File: config.mk
export PLATFORM = sky130hd
export DESIGN_NAME = store_pack_unit
export DESIGN_NICKNAME = d
export VERILOG_FILES = /design/src/rtl/store_pack_unit.sv
export SDC_FILE = /design/constraint.sdc
export NUM_CORES = 1
export LEC_CHECK = 0
export CORE_MARGIN = 5
export CORE_UTILIZATION = 53
export DETAILED_ROUTE_END_ITERATION = 16
export GPL_TIMING_DRIVEN = 1
export PLACE_DENSITY = 0.85
export SYNTH_ARGS = -nofsm -noshare
export SYNTH_HDL_FRONTEND = slang
export SYNTH_SLANG_ARGS = --single-unit
File: constraint.sdc
create_clock -name clk -period 5.65 [get_ports clk]
set_input_delay 1.13 -clock clk [delete_from_list [all_inputs] [get_ports clk]]
set_output_delay 1.13 -clock clk [all_outputs]
set_load 0.005 [all_outputs]
File: src/rtl/store_pack_unit.sv
// Store path: narrows a GPR value to byte/half/word, lane-aligns it onto the 32-bit memory bus
// with little-endian byte enables, and queues legal stores in a small FIFO toward data memory.
module store_pack_unit #(
   parameter int unsigned DEPTH = 2,
   parameter int unsigned AW    = 32
) (
   input  logic          clk,
   input  logic          rst,
   input  logic          req_valid,
   output logic          req_ready,
   input  logic [1:0]    req_size,
   input  logic [AW-1:0] req_addr,
   input  logic [31:0]   req_wdata,
   output logic          mem_valid,
   input  logic          mem_ready,
   output logic [AW-1:0] mem_addr,
   output logic [31:0]   mem_wdata,
   output logic [3:0]    mem_be,
   output logic          misalign,
   output logic [AW-1:0] err_addr,
   output logic          empty
);

   localparam int unsigned PW = $clog2(DEPTH);
   localparam int unsigned CW = PW + 1;
   localparam int unsigned DW = 32;
   localparam int unsigned BW = 4;

   logic [AW-1:0] addr_q [DEPTH];
   logic [DW-1:0] data_q [DEPTH];
   logic [BW-1:0] be_q   [DEPTH];

   logic [PW-1:0] rd_ptr;
   logic [PW-1:0] wr_ptr;
   logic [CW-1:0] count;

   logic          legal_c;
   logic          accept_c;
   logic          push_c;
   logic          pop_c;
   logic [DW-1:0] pack_data_c;
   logic [BW-1:0] pack_be_c;
   logic [AW-1:0] word_addr_c;
   logic [CW-1:0] count_next_c;
   logic [PW-1:0] rd_next_ptr_c;
   logic [AW-1:0] head_addr_c;
   logic [DW-1:0] head_data_c;
   logic [BW-1:0] head_be_c;

   // Size/offset legality and lane packing; disabled lanes carry replicated data
   always_comb begin
      legal_c     = 1'b0;
      pack_be_c   = '0;
      pack_data_c = req_wdata;
      case (req_size)
         2'b00: begin
            legal_c     = 1'b1;
            pack_be_c   = BW'(4'b0001 << req_addr[1:0]);
            pack_data_c = {4{req_wdata[7:0]}};
         end
         2'b01: begin
            legal_c     = ~req_addr[0];
            pack_be_c   = req_addr[1] ? 4'b1100 : 4'b0011;
            pack_data_c = {2{req_wdata[15:0]}};
         end
         2'b10: begin
            legal_c     = (req_addr[1:0] == 2'b00);
            pack_be_c   = 4'b1111;
            pack_data_c = req_wdata;
         end
         default: begin
            legal_c = 1'b0;
         end
      endcase
   end

   assign word_addr_c   = {req_addr[AW-1:2], 2'b00};
   assign accept_c      = req_valid & req_ready;
   assign push_c        = accept_c & legal_c;
   assign pop_c         = mem_valid & mem_ready;
   assign count_next_c  = count + CW'(push_c) - CW'(pop_c);
   assign rd_next_ptr_c = rd_ptr + PW'(1);

   // Next head register: following entry on a pop, or the incoming store when it becomes head
   always_comb begin
      head_addr_c = mem_addr;
      head_data_c = mem_wdata;
      head_be_c   = mem_be;
      if (pop_c) begin
         if (count >= CW'(2)) begin
            head_addr_c = addr_q[rd_next_ptr_c];
            head_data_c = data_q[rd_next_ptr_c];
            head_be_c   = be_q[rd_next_ptr_c];
         end else if (push_c) begin
            head_addr_c = word_addr_c;
            head_data_c = pack_data_c;
            head_be_c   = pack_be_c;
         end
      end else if ((count == '0) && push_c) begin
         head_addr_c = word_addr_c;
         head_data_c = pack_data_c;
         head_be_c   = pack_be_c;
      end
   end

   always_ff @(posedge clk or posedge rst) begin
      if (rst) begin
         rd_ptr    <= '0;
         wr_ptr    <= '0;
         count     <= '0;
         req_ready <= 1'b1;
         mem_valid <= 1'b0;
         empty     <= 1'b1;
         mem_addr  <= '0;
         mem_wdata <= '0;
         mem_be    <= '0;
         misalign  <= 1'b0;
         err_addr  <= '0;
      end else begin
         if (push_c) wr_ptr <= wr_ptr + PW'(1);
         if (pop_c)  rd_ptr <= rd_next_ptr_c;
         count     <= count_next_c;
         req_ready <= (count_next_c != CW'(DEPTH));
         mem_valid <= (count_next_c != '0);
         empty     <= (count_next_c == '0);
         mem_addr  <= head_addr_c;
         mem_wdata <= head_data_c;
         mem_be    <= head_be_c;
         misalign  <= accept_c & ~legal_c;
         if (accept_c && !legal_c) err_addr <= req_addr;
      end
   end

   // Entry storage; contents are only meaningful behind a valid count
   always_ff @(posedge clk) begin
      if (push_c) begin
         addr_q[wr_ptr] <= word_addr_c;
         data_q[wr_ptr] <= pack_data_c;
         be_q[wr_ptr]   <= pack_be_c;
      end
   end

endmodule

# [Yosys cells after proc, flatten, opt, wreduce, memory -nomap -nowiden]
# Memory sizes are Yosys's and may differ from the RTL's.
# Index checks and enable logic that the tools add are counted.
# W data, S select, Z words.
[word_totals] ramBits=132 n_memories=3 output_inout_bits=104 ff_bits=108 elab_cells=58 input_bits=70
[mem_list] memory="data_q" words=2 word_bits=32 read_ports=1 rd_ports_with_merged_regs=0 wr=1 line="30" source="logic [DW-1:0] data_q [DEPTH];"
[mem_list] memory="addr_q" words=2 word_bits=30 read_ports=1 rd_ports_with_merged_regs=0 wr=1 line="29" source="logic [AW-1:0] addr_q [DEPTH];"
[mem_list] memory="be_q" words=2 word_bits=4 read_ports=1 rd_ports_with_merged_regs=0 wr=1 line="31" source="logic [BW-1:0] be_q [DEPTH];"
[op_classes] addsub=4 eq_ne=4 n_reduce_logical=10 order_cmp=1 n_mux=18 bitwise=6 n_shift=1
[op_table] op="$mux W32" count=8
[op_table] op="$pmux W32 S2" count=1
[op_table] op="$mux W4" count=5
[op_table] op="$pmux W4 S3" count=1
[op_table] op="$logic_not A2 Y1" count=4
[op_table] op="$and A1 B1 Y1" count=4
[op_table] op="$reduce_bool A2 Y1" count=2
[op_table] op="$shl A1 B2 Y4 const A" count=1
[op_table] op="$ne A3 B2 Y1 const B" count=1
[op_table] op="$pmux W1 S3" count=1
[op_table] op="$add A1 B1 Y1 const B" count=2
[op_table] op="$add A2 B1 Y2" count=1
[op_table] op="$eq A2 B1 Y1 const B" count=1
[op_table] op="$eq A2 B2 Y1 const B" count=1
[op_table] op="$ge A2 B2 Y1 const B" count=1
[op_table] op="$logic_and A1 B1 Y1" count=2
[op_table] op="$mux W1" count=2
[op_table] op="$ne A2 B2 Y1 const B" count=1
[op_table] op="$not A1 Y1" count=2
[op_table] op="$reduce_and A2 Y1" count=1
[op_table] op="$sub A2 B1 Y2" count=1
[op_table] op="$logic_not A1 Y1" count=1

# [Depth between registers and ports, before layout]
# Gate-level depths: netlist of run 1.
[depth] depth_word=6 depth_mapped=10 ltp_nobuf=10

# [Worst setup path before layout of run 1]
# No wires, ideal clock.
[synth_path] kind="input to register" from="input port req_size[0]" to="memory addr_q[0][0] (netlist name), enable pin" arrival_ns=4.461 setup_time_ns=0.491 required_ns=5.159 path_stages=3 setup_slack_ns=0.698 cell_sequence="o31ai_2 > nand3_1 > nor2_1"
[synth_between] elab_chain_len=5
[synth_rtl] item="from (decl)" line="11" source="input logic [1:0] req_size,"
[synth_rtl] item="$eq A2 B2 Y1, or another cell as far along" line="55" source="case (req_size)"
[synth_rtl] item="$pmux W1 S3 (*)" line="55"
[synth_rtl] item="$and A1 B1 Y1 (*)" line="79" source="assign push_c = accept_c & legal_c;"
[synth_rtl] item="$mux W1 (*)" line="136" source="if (push_c) begin"
[synth_rtl] item="$mux W1 (not written as such) (*)" line="137" source="addr_q[wr_ptr] <= word_addr_c;"
[synth_rtl] item="to (decl)" line="29"
# Mark *: on every way between the ends. The rest lies on a longest branch, timed or not.

# [Worst setup path in the final report of run 1]
[layout_path] from="input port req_size[0]" to="register mem_wdata[4]"
[layout_between] elab_chain_len=6
[layout_rtl] item="$eq A2 B2 Y1, or another cell as far along" line="55"
[layout_rtl] item="$pmux W1 S3 (*)" line="55"
[layout_rtl] item="$and A1 B1 Y1 (*)" line="79"
[layout_rtl] item="$logic_and A1 B1 Y1" line="99" source="end else if ((count == '0) && push_c) begin"
[layout_rtl] item="$reduce_bool A2 Y1 (no line)"
[layout_rtl] item="$reduce_and A2 Y1 (no line) (*)"
[layout_rtl] item="to (signal assigned)" line="127" source="mem_wdata <= head_data_c;"
[layout_rtl] item="to (decl)" line="17" source="output logic [31:0] mem_wdata,"
# Marks and branches as above.
# A chain may end at the register's enable or synchronous reset.

==> metrics.txt, run 1 <==
status finished clean; min cycle time layout 4130 ps; Detailed Route Iter0 Violations 316; met3 Resource Use GR 4.17%; busiest layer in global routing met2; Post-CTS Resized 0; Simple-Gate Fraction of Synth Area 3.77%; pwr dens between 400 and 500 mW/mm2; Synth area leader edfxtp_1; total power between 6000 and 7000 uW; Reg clk slew, reported paths 60 ps; area of the multi-input gates approximately 0.0029 mm2; Netlist Area Pre-Place 0.00978 mm2; clk sinks 238; first-pass GRT wire length 34.1 mm; yosys warns 0; Max Freq 242 MHz; Slew Viols, Final 0; # IOs 174; Core Rows between 40 and 50; arrival time worst endpoint around 4500 ps; post-synthesis cell count 664; H-tree Lvls 1; HP Class flop to flop; average wire per standard cell 19.8 um; Hold-fix buffers, CTS 0; LEAKAGE 0.00494 uW; TNS Setup 0 ps; xor/xnor cell area share of the yosys netlist 0.358%; clock skew after layout roughly 9.3 ps; nets around 910; Synth cell types 31; Post-synth EDFFs 132; met1 usage 25.7%; synth cell count leaders edfxtp_1, dfrtp_1, mux2i_1; ys flop type edfxtp_1; post-CTS setup buffers 0; worst skew pair latency 500 ps; area growth from synthesis to layout 27.8%; CTS tree built; GRT Util Overall 20.0%; dpl ws 1030 ps; Die Span Y 146 um; fraction of layout cells with a size suffix above 1 15.2%; Die Width 146 um; CP Capture Type flop; Synth Area in Compound Gates between 4 and 5%; RePlAce Congestion 0.807; top-area cell type share of the netlist area 40.5%; syn_area_per_cell 14.7 um2; Seq/Total Area, Yosys 67.7%; Worst EP required between 6000 and 7000 ps; Worst Tran Pin Value 1120 ps; Detailed Routing Iterations Pass 1 4; CTS Buffer Depth 3; routed wire length 21.4 mm; initial antenna violation count 0; Slew Limit Headroom 25.5%; vias in the first global route 6238; RSZ-0062 raised after global routing false; main combinational cell family by area after synthesis multiplexers; VDD IR max a little over 300 uV; CORE AREA 0.0181 mm2; mux share of post-synthesis cell area between 20% and 30%; CTS Root Cell clkbuf_16; antenna cell count 0; flop-to-flop setup slack 2790 ps; total CTS buffers 25; critical path class input port to flop; number of port buffers approximately 170; CP max FO 33; die area 0.0213 mm2; synth top area cells edfxtp_1, dfrtp_1, mux2i_1; Adder-Cell Fraction of Synth Area less than 1%; dpl hpwl ~14 mm; via density per instance 5.38; remaining routing DRC violations 0; ANT nets after route 0; Reg area 0.00662 mm2; max cap viols 0; fillcell total 1248; fin crit share 73.1%; count leader, synth edfxtp_1; via count slightly below 6k; M2 GR Usage between 30% and 40%; largest net degree at the start of global routing 101; Critical Path Start Type input port; Final WS setup approximately 1500 ps; Hold Vio Cnt, Final 0; Synth async-reset ratio 44.5%; grt ovf 0; Initial Utilization a little over half; synthesis-stage register bit count 238; setup violators final 0
## where the power goes
group	switching, uW	internal [uW]
Clock	622	933
Combinational	836	1170
Sequential	290	2330
## worst max-delay path, cell delays in order
cell and delay (ps):
clkdlybuf4s50_1 390, buf_4 200, o31ai_2 480, nand3_1 380, ha_1 340, nor4_1 360
a22o_4 480, buf_4 350, mux2_2 360
## state kept, by name, summed over array words and instances, names as in the netlist, 2 cells and up
| register | flops |
|---|---|
| data_q | 64 |
| addr_q | 60 |
| err_addr | 32 |
| mem_wdata | 32 |
| mem_addr | 30 |
| be_q | 8 |
| mem_be | 4 |
| count | 2 |
## cell type report
cell class	instances	share of cell area [%]
inverter	20	0.621
timing repair buffer	181	14.4
clock inverter	9	0.751
tap	229	2.29
clock buffer	36	5.50
multi-input combinational	369	23.4
sequential	238	53.0
## path summary, 6_finish.rpt
| kind | from | end | depth (start not counted) |
|---|---|---|---|
| max in group asynchronous | rst | rd_ptr$_DFFE_PP0P_ | 3 |
| hold reg to reg | mem_addr[4]$_DFFE_PP0P_ | mem_addr[4]$_DFFE_PP0P_ | 1 |
| setup reg to reg | req_ready$_DFF_PP1_ | mem_wdata[4]$_DFFE_PP0P_ | 6 |
| min in group asynchronous | rst | err_addr[18]$_DFFE_PP0P_ | 2 |
| hold / removal | mem_addr[4]$_DFFE_PP0P_ | mem_addr[4]$_DFFE_PP0P_ | 1 |
| setup / recovery | req_size[0] | mem_wdata[4]$_DFFE_PP0P_ | 9 |
## cell families (layout without fill, tap and decap cells)
| logic type | Yosys count | after routing |
|---|---|---|
| flip-flops | 238 | 238 |
| multiplexers | 188 | 188 |
| AND/OR/NAND/NOR | 91 | 91 |
| AO/OA/AOI/OAI | 81 | 81 |
| buffers and inverters | 58 | 246 |
| XOR/XNOR | 4 | 4 |
| adder cells (fa/ha/maj) | 3 | 3 |
| other | 1 | 2 |
## through the flow
| stage | instance area [um2] | hold slack, ps | util [%] | instances |
|---|---|---|---|---|
| 2_1_floorplan | 9780 | 468 | - | 665 |
| 3_5_place_dp | 11700 | 476 | 64.8 | 1037 |
| 3_3_place_gp | 11700 | 469 | 64.8 | 1037 |
| 5_1_grt | 12500 | 503 | 69.1 | 1082 |
| 4_1_cts | 12500 | 489 | 69.1 | 1082 |
| 6_report | 12500 | 484 | 69.1 | 1082 |
## metal layers
metal	part of all wire [%]	up-vias
li1	-	2739
met1	42	2921
met5	0	-
met2	51	124
met3	5.0	39
met4	2.4	0
## cell usage in the layout, fill, tap and decap left out, types with 2 or more instances in the layout
cell type          n
a21oi_1           20
mux2_1            24
clkdlybuf4s50_1  171
xnor2_1            3
conb_1             2
ha_1               3
nand2b_1           4
clkinv_2           6
mux2_2            74
bufinv_16          2
dfrtp_1          103
o21ai_0           52
edfxtp_1         132
clkbuf_16         25
nor2_4             3
clkbuf_8           2
nor2_1            22
inv_1             19
o31ai_1            2
clkbuf_1           9
mux2i_1           90
o21a_1             4
buf_4              9
nand2_1           55
dfstp_2            2
Note: power is estimated with default switching activity, not from simulation.
==> run 2, diff against run 1 <==
--- a/config.mk
+++ b/config.mk
@@ -6,10 +6,10 @@
 export NUM_CORES = 1
 export LEC_CHECK = 0
 export CORE_MARGIN = 5
-export CORE_UTILIZATION = 53
+export CORE_UTILIZATION = 48
 export DETAILED_ROUTE_END_ITERATION = 16
 export GPL_TIMING_DRIVEN = 1
-export PLACE_DENSITY = 0.85
+export PLACE_DENSITY = 0.82
 export SYNTH_ARGS = -nofsm -noshare
 export SYNTH_HDL_FRONTEND = slang
 export SYNTH_SLANG_ARGS = --single-unit
==> constraint.sdc (replaced) <==
create_clock -name clk -period 3.5 [get_ports clk]
set_input_delay 0.7 -clock clk [delete_from_list [all_inputs] [get_ports clk]]
set_output_delay 0.7 -clock clk [all_outputs]
set_load 0.005 [all_outputs]
==> metrics.txt, run 2 (synthesis results as in run 1) <==
grt ovf 0; CP top delay family buffers and inverters; worst skew pair latency about 520 ps; antenna cell count 0; initial antenna violation count 0; met1 usage about a quarter; met3 Resource Use GR 3.38%; largest registers data_q: 64 flops, addr_q: 60 flops; Worst EP required 3890 ps; total power 10300 uW; M2 GR Usage 31.3%; area growth from synthesis to layout 30.8%; Die Width between 150 and 200 um; clk sinks 238; commonest non-fill, non-tap cells in the layout clkdlybuf4s50_1, edfxtp_1, dfrtp_1; dpl hpwl around 15 mm; routed wire length 22.1 mm; Placed Instances 1088; remaining routing DRC violations 0; post-CTS setup buffers 0; Biggest register data_q; largest net degree at the start of global routing 71; Hold Vio Cnt, Final 0; GRT Util Overall 18.7%; VDD IR max 550 uV; fin crit share 80.9%; CTS tree built; Crit path buffers/inverters 2; total CTS buffers 25; max reg flops 64; Detailed Routing Iterations Pass 1 5; Initial Utilization between 40% and 50%; critical path's slowest cell clkdlybuf4s50_1; clock skew after layout 15.5 ps; status finished clean; Die Span Y 153 um; Core Rows 52; Core Util, Final 63.4%; average wire per standard cell approximately 19 um; CORE AREA 0.0202 mm2; ANT nets after route 0; Reg clk slew, reported paths 60 ps; via count 5883; Non-Filler Instances 1133; vias in the first global route 6101; # IOs 174; first-pass GRT wire length 34.9 mm; Post-CTS Resized 0; busiest layer in global routing met2; setup violators final 0; nets 918; fraction of layout cells with a size suffix above 1 16.2%; LEAKAGE 0.00505 uW; max cap viols 0; Slew Viols, Final 0; min cycle time layout 2830 ps; die area around 0.023 mm2; Hold-fix buffers, CTS 0; arrival time worst endpoint about 3200 ps; Detailed Route Iter0 Violations roughly 290; critical path class input port to flop; Critical Path Start Type input port; CP max FO 21; Max Freq ~350 MHz; RePlAce Congestion 0.829; RSZ-0062 raised after global routing false; HP Class flop to flop; most common cell after layout, fill and taps aside clkdlybuf4s50_1; CP Capture Type flop; via density per instance 5.19; Slew Limit Headroom between 60% and 70%; CTS Root Cell clkbuf_16; CTS Buffer Depth 3; max incr delay on CP between 400 and 500 ps; worst-path cell chain clkdlybuf4s50_1 > o31ai_2 > nand3_1 > ha_1 > nor4_1 > a22o_4 > buf_12 > mux2_1; number of port buffers ~170; Worst Tran Pin Value 576 ps; H-tree Lvls 1; pwr dens 807 mW/mm2
[run 2: worst paths after layout]
path / start / slack (ps) / cells after the start / to
setup / recovery: req_addr[0] / 670 / 8 / mem_addr[11]$_DFFE_PP0P_
hold / removal: mem_wdata[5]$_DFFE_PP0P_ / 480 / 1 / mem_wdata[5]$_DFFE_PP0P_
setup reg to reg: mem_valid$_DFF_PP0_ / 1290 / 6 / mem_addr[11]$_DFFE_PP0P_
hold reg to reg: mem_wdata[5]$_DFFE_PP0P_ / 480 / 1 / mem_wdata[5]$_DFFE_PP0P_
max in group asynchronous: rst / 2100 / 3 / empty$_DFF_PP1_
min in group asynchronous: rst / 600 / 2 / err_addr[21]$_DFFE_PP0P_
[run 2: stage by stage]
stage	setup WS [ps]	area [um2]	setup TNS (ps)	hold WS (ps)
global route	538	12800	0	493
global placement	228	11900	0	469
finish	667	12800	0	482
CTS	682	12800	0	488
floorplan	-1020	9780	-134930	468
detailed placement	158	11900	0	475
[run 2: worst reg2reg max path, stage by stage (launching register included)]
cell and delay (ps):
dfrtp_1 420, and2_1 260, ha_1 230, nor4_1 340
a22o_4 270, buf_12 210, mux2_1 360
[run 2: power by group]
group	internal [uW]	switching (uW)	total, uW
Sequential	3760	457	4220
Clock	1670	1060	2730
Combinational	1980	1390	3370
[run 2: area by class of cell]
cell class,count,area (um2)
clock buffers,27,633
clock inverters,18,213
fillers,1494,7380
inverters,20,77.6
multi-input cells,369,2930
flip-flops and latches,238,6620
well taps,270,338
repair buffers,191,1970
[run 2: layer usage]
metal  wire (um)  part of all wire [%]  up-vias
li1            -                     -     2768
met1        9200                    42     2912
met2       11000                    50      152
met3         985                   4.5       51
met4         851                   3.9        0
met5           0                     0        -
==> run 3, diff against run 2 <==
==> constraint.sdc (replaced) <==
create_clock -name clk -period 2.6 [get_ports clk]
set_input_delay 0.52 -clock clk [delete_from_list [all_inputs] [get_ports clk]]
set_output_delay 0.52 -clock clk [all_outputs]
set_load 0.005 [all_outputs]
==> metrics.txt, run 3 (synthesis results as in run 1) <==
Slew Limit Headroom 63.5%; max reg flops 64; Detailed Route Iter0 Violations 303; ANT nets after route 0; Critical Path Start Type input port; Slew Viols, Final 0; antenna cell count 0; remaining routing DRC violations 0; Die Span Y 153 um; pwr dens 1080 mW/mm2; max cap viols 0; Hold Vio Cnt, Final 0; HP Class input port to asynchronous set/reset pin; worst-path cell chain clkdlybuf4s50_1 > a21o_1 > o31ai_4 > buf_4 > nand3_1 > ha_1 > nor4_2 > a22o_4 > buf_12 > mux2_1; grt ovf 0; area growth from synthesis to layout 33.2%; via density per instance 5.18; Comb power frac 33.1%; via count 5962; Worst EP required 2980 ps; max incr delay on CP roughly 490 ps; arrival time worst endpoint approximately 2900 ps; Worst Hold Margin 291 ps; sw power ~3900 uW; critical path's slowest cell clkdlybuf4s50_1; average wire per standard cell 19.3 um; Initial Utilization 48.5%; VDD IR max 700 uV; largest registers data_q: 64 flops, addr_q: 60 flops; R2R Path End mem_addr[3]$_DFFE_PP0P_; most common cell after layout, fill and taps aside clkdlybuf4s50_1; die area between 0.02 and 0.025 mm2; Max Freq 400 MHz; CORE AREA 0.0202 mm2; Pint 10200 uW; Biggest register data_q; Core Rows 52; fin crit share 96.1%; Hold-fix buffers, CTS 0; min cycle time layout 2500 ps; post-CTS setup buffers 0; Reg clk slew, reported paths around 60 ps; R2R depth 6; flop-to-flop setup slack 520 ps; clock skew after layout 14.4 ps; GRT Util Overall 18.7%; setup violators final 0; worst r2r src req_ready$_DFF_PP1_; CP startpoint req_addr[0]; dpl hpwl around 15 mm; largest net degree at the start of global routing 68; TNS Setup 0 ps; LEAKAGE ~0.0052 uW; CP Capture Type flop; H-tree Lvls 1; Worst Tran Pin Value 548 ps; routed wire length 22.2 mm; critical path class input port to flop; commonest non-fill, non-tap cells in the layout clkdlybuf4s50_1, edfxtp_1, dfrtp_1; clk sinks 238; # IOs approximately 170; worst skew pair latency 520 ps; fraction of layout cells with a size suffix above 1 18.1%; number of port buffers between 150 and 200; initial antenna violation count 0; vias in the first global route about 6.3k; CP max FO 12; Die Width about 150 um; CTS Root Cell clkbuf_16; Detailed Routing Iterations Pass 1 6; nets about 930; critical path capture point mem_addr[3]$_DFFE_PP0P_; status finished clean; CTS tree built; switching share of power 27.7%; first-pass GRT wire length around 35 mm; total CTS buffers 25; part of the power in registers 40.3%; RePlAce Congestion 0.852; clock share of power 26.5%; CTS Buffer Depth 3
-- run 3: power groups by stage --
stage                     Clock [uW]  Sequential, uW  Combinational, uW
after floorplan                    0            5610               2240
after global placement             0            5720               4620
after detailed placement           0            5760               4740
after CTS                       3830            5710               4770
after global routing            4000            5810               5070
final                           3750            5690               4680
-- run 3: worst max-delay path: cells and delay by family --
kind	cells	cell delay, ps
multiplexers	1	330
AO/OA/AOI/OAI	3	580
buffers and inverters	3	830
AND/OR/NAND/NOR	2	380
adder cells (fa/ha/maj)	1	240
-- run 3: final cells by class --
type                    count  area [um2]
fillers                  1510        7140
clock buffers              33         686
clock inverters            13         189
repair buffers            207        2170
flip-flops and latches    238        6620
inverters                  20        78.8
well taps                 270         338
multi-input cells         369        2940
-- run 3: worst min-delay path by stage --
stage | cells past startpoint | from | end | slack [ps]
finish | 2 | rst | err_addr[18]$_DFFE_PP0P_ | 290
global route | 2 | rst | err_addr[15]$_DFFE_PP0P_ | 300
global placement | 1 | mem_addr[20]$_DFFE_PP0P_ | mem_addr[20]$_DFFE_PP0P_ | 470
detailed placement | 1 | mem_addr[22]$_DFFE_PP0P_ | mem_addr[22]$_DFFE_PP0P_ | 470
CTS | 2 | rst | err_addr[18]$_DFFE_PP0P_ | 260
floorplan | 1 | mem_addr[10]$_DFFE_PP0P_ | mem_addr[10]$_DFFE_PP0P_ | 480
-- run 3: per-stage QoR --
step / area, um2 / worst slack (ps) / cells / power [uW] / utilization [%]
2_1_floorplan: 9790 / -660 / 665 / 7850 / -
3_3_place_gp: 12100 / -440 / 1104 / 10300 / 60.2
3_5_place_dp: 12100 / -498 / 1104 / 10500 / 60.2
4_1_cts: 13000 / 14.0 / 1150 / 14300 / 64.5
5_1_grt: 13000 / -3.62 / 1150 / 14900 / 64.6
6_report: 13000 / 101 / 1150 / 14100 / 64.6
-- run 3: layer usage --
layer	GRT usage, %	wire length, um	part of all wire [%]	up-vias
met4	5.30	593	2.7	0
met5	0	0	0	-
met1	23.9	9190	41	2993
li1	-	-	-	2798
met3	4.35	1140	5.1	42
met2	32.1	11300	51	129
-- run 3: timing repair --
action | 4_1_cts | 5_1_grt
endpoints found under the hold margin | 0 | 0
setup endpoints to repair | 0 | 66
resized for setup | 0 | 2
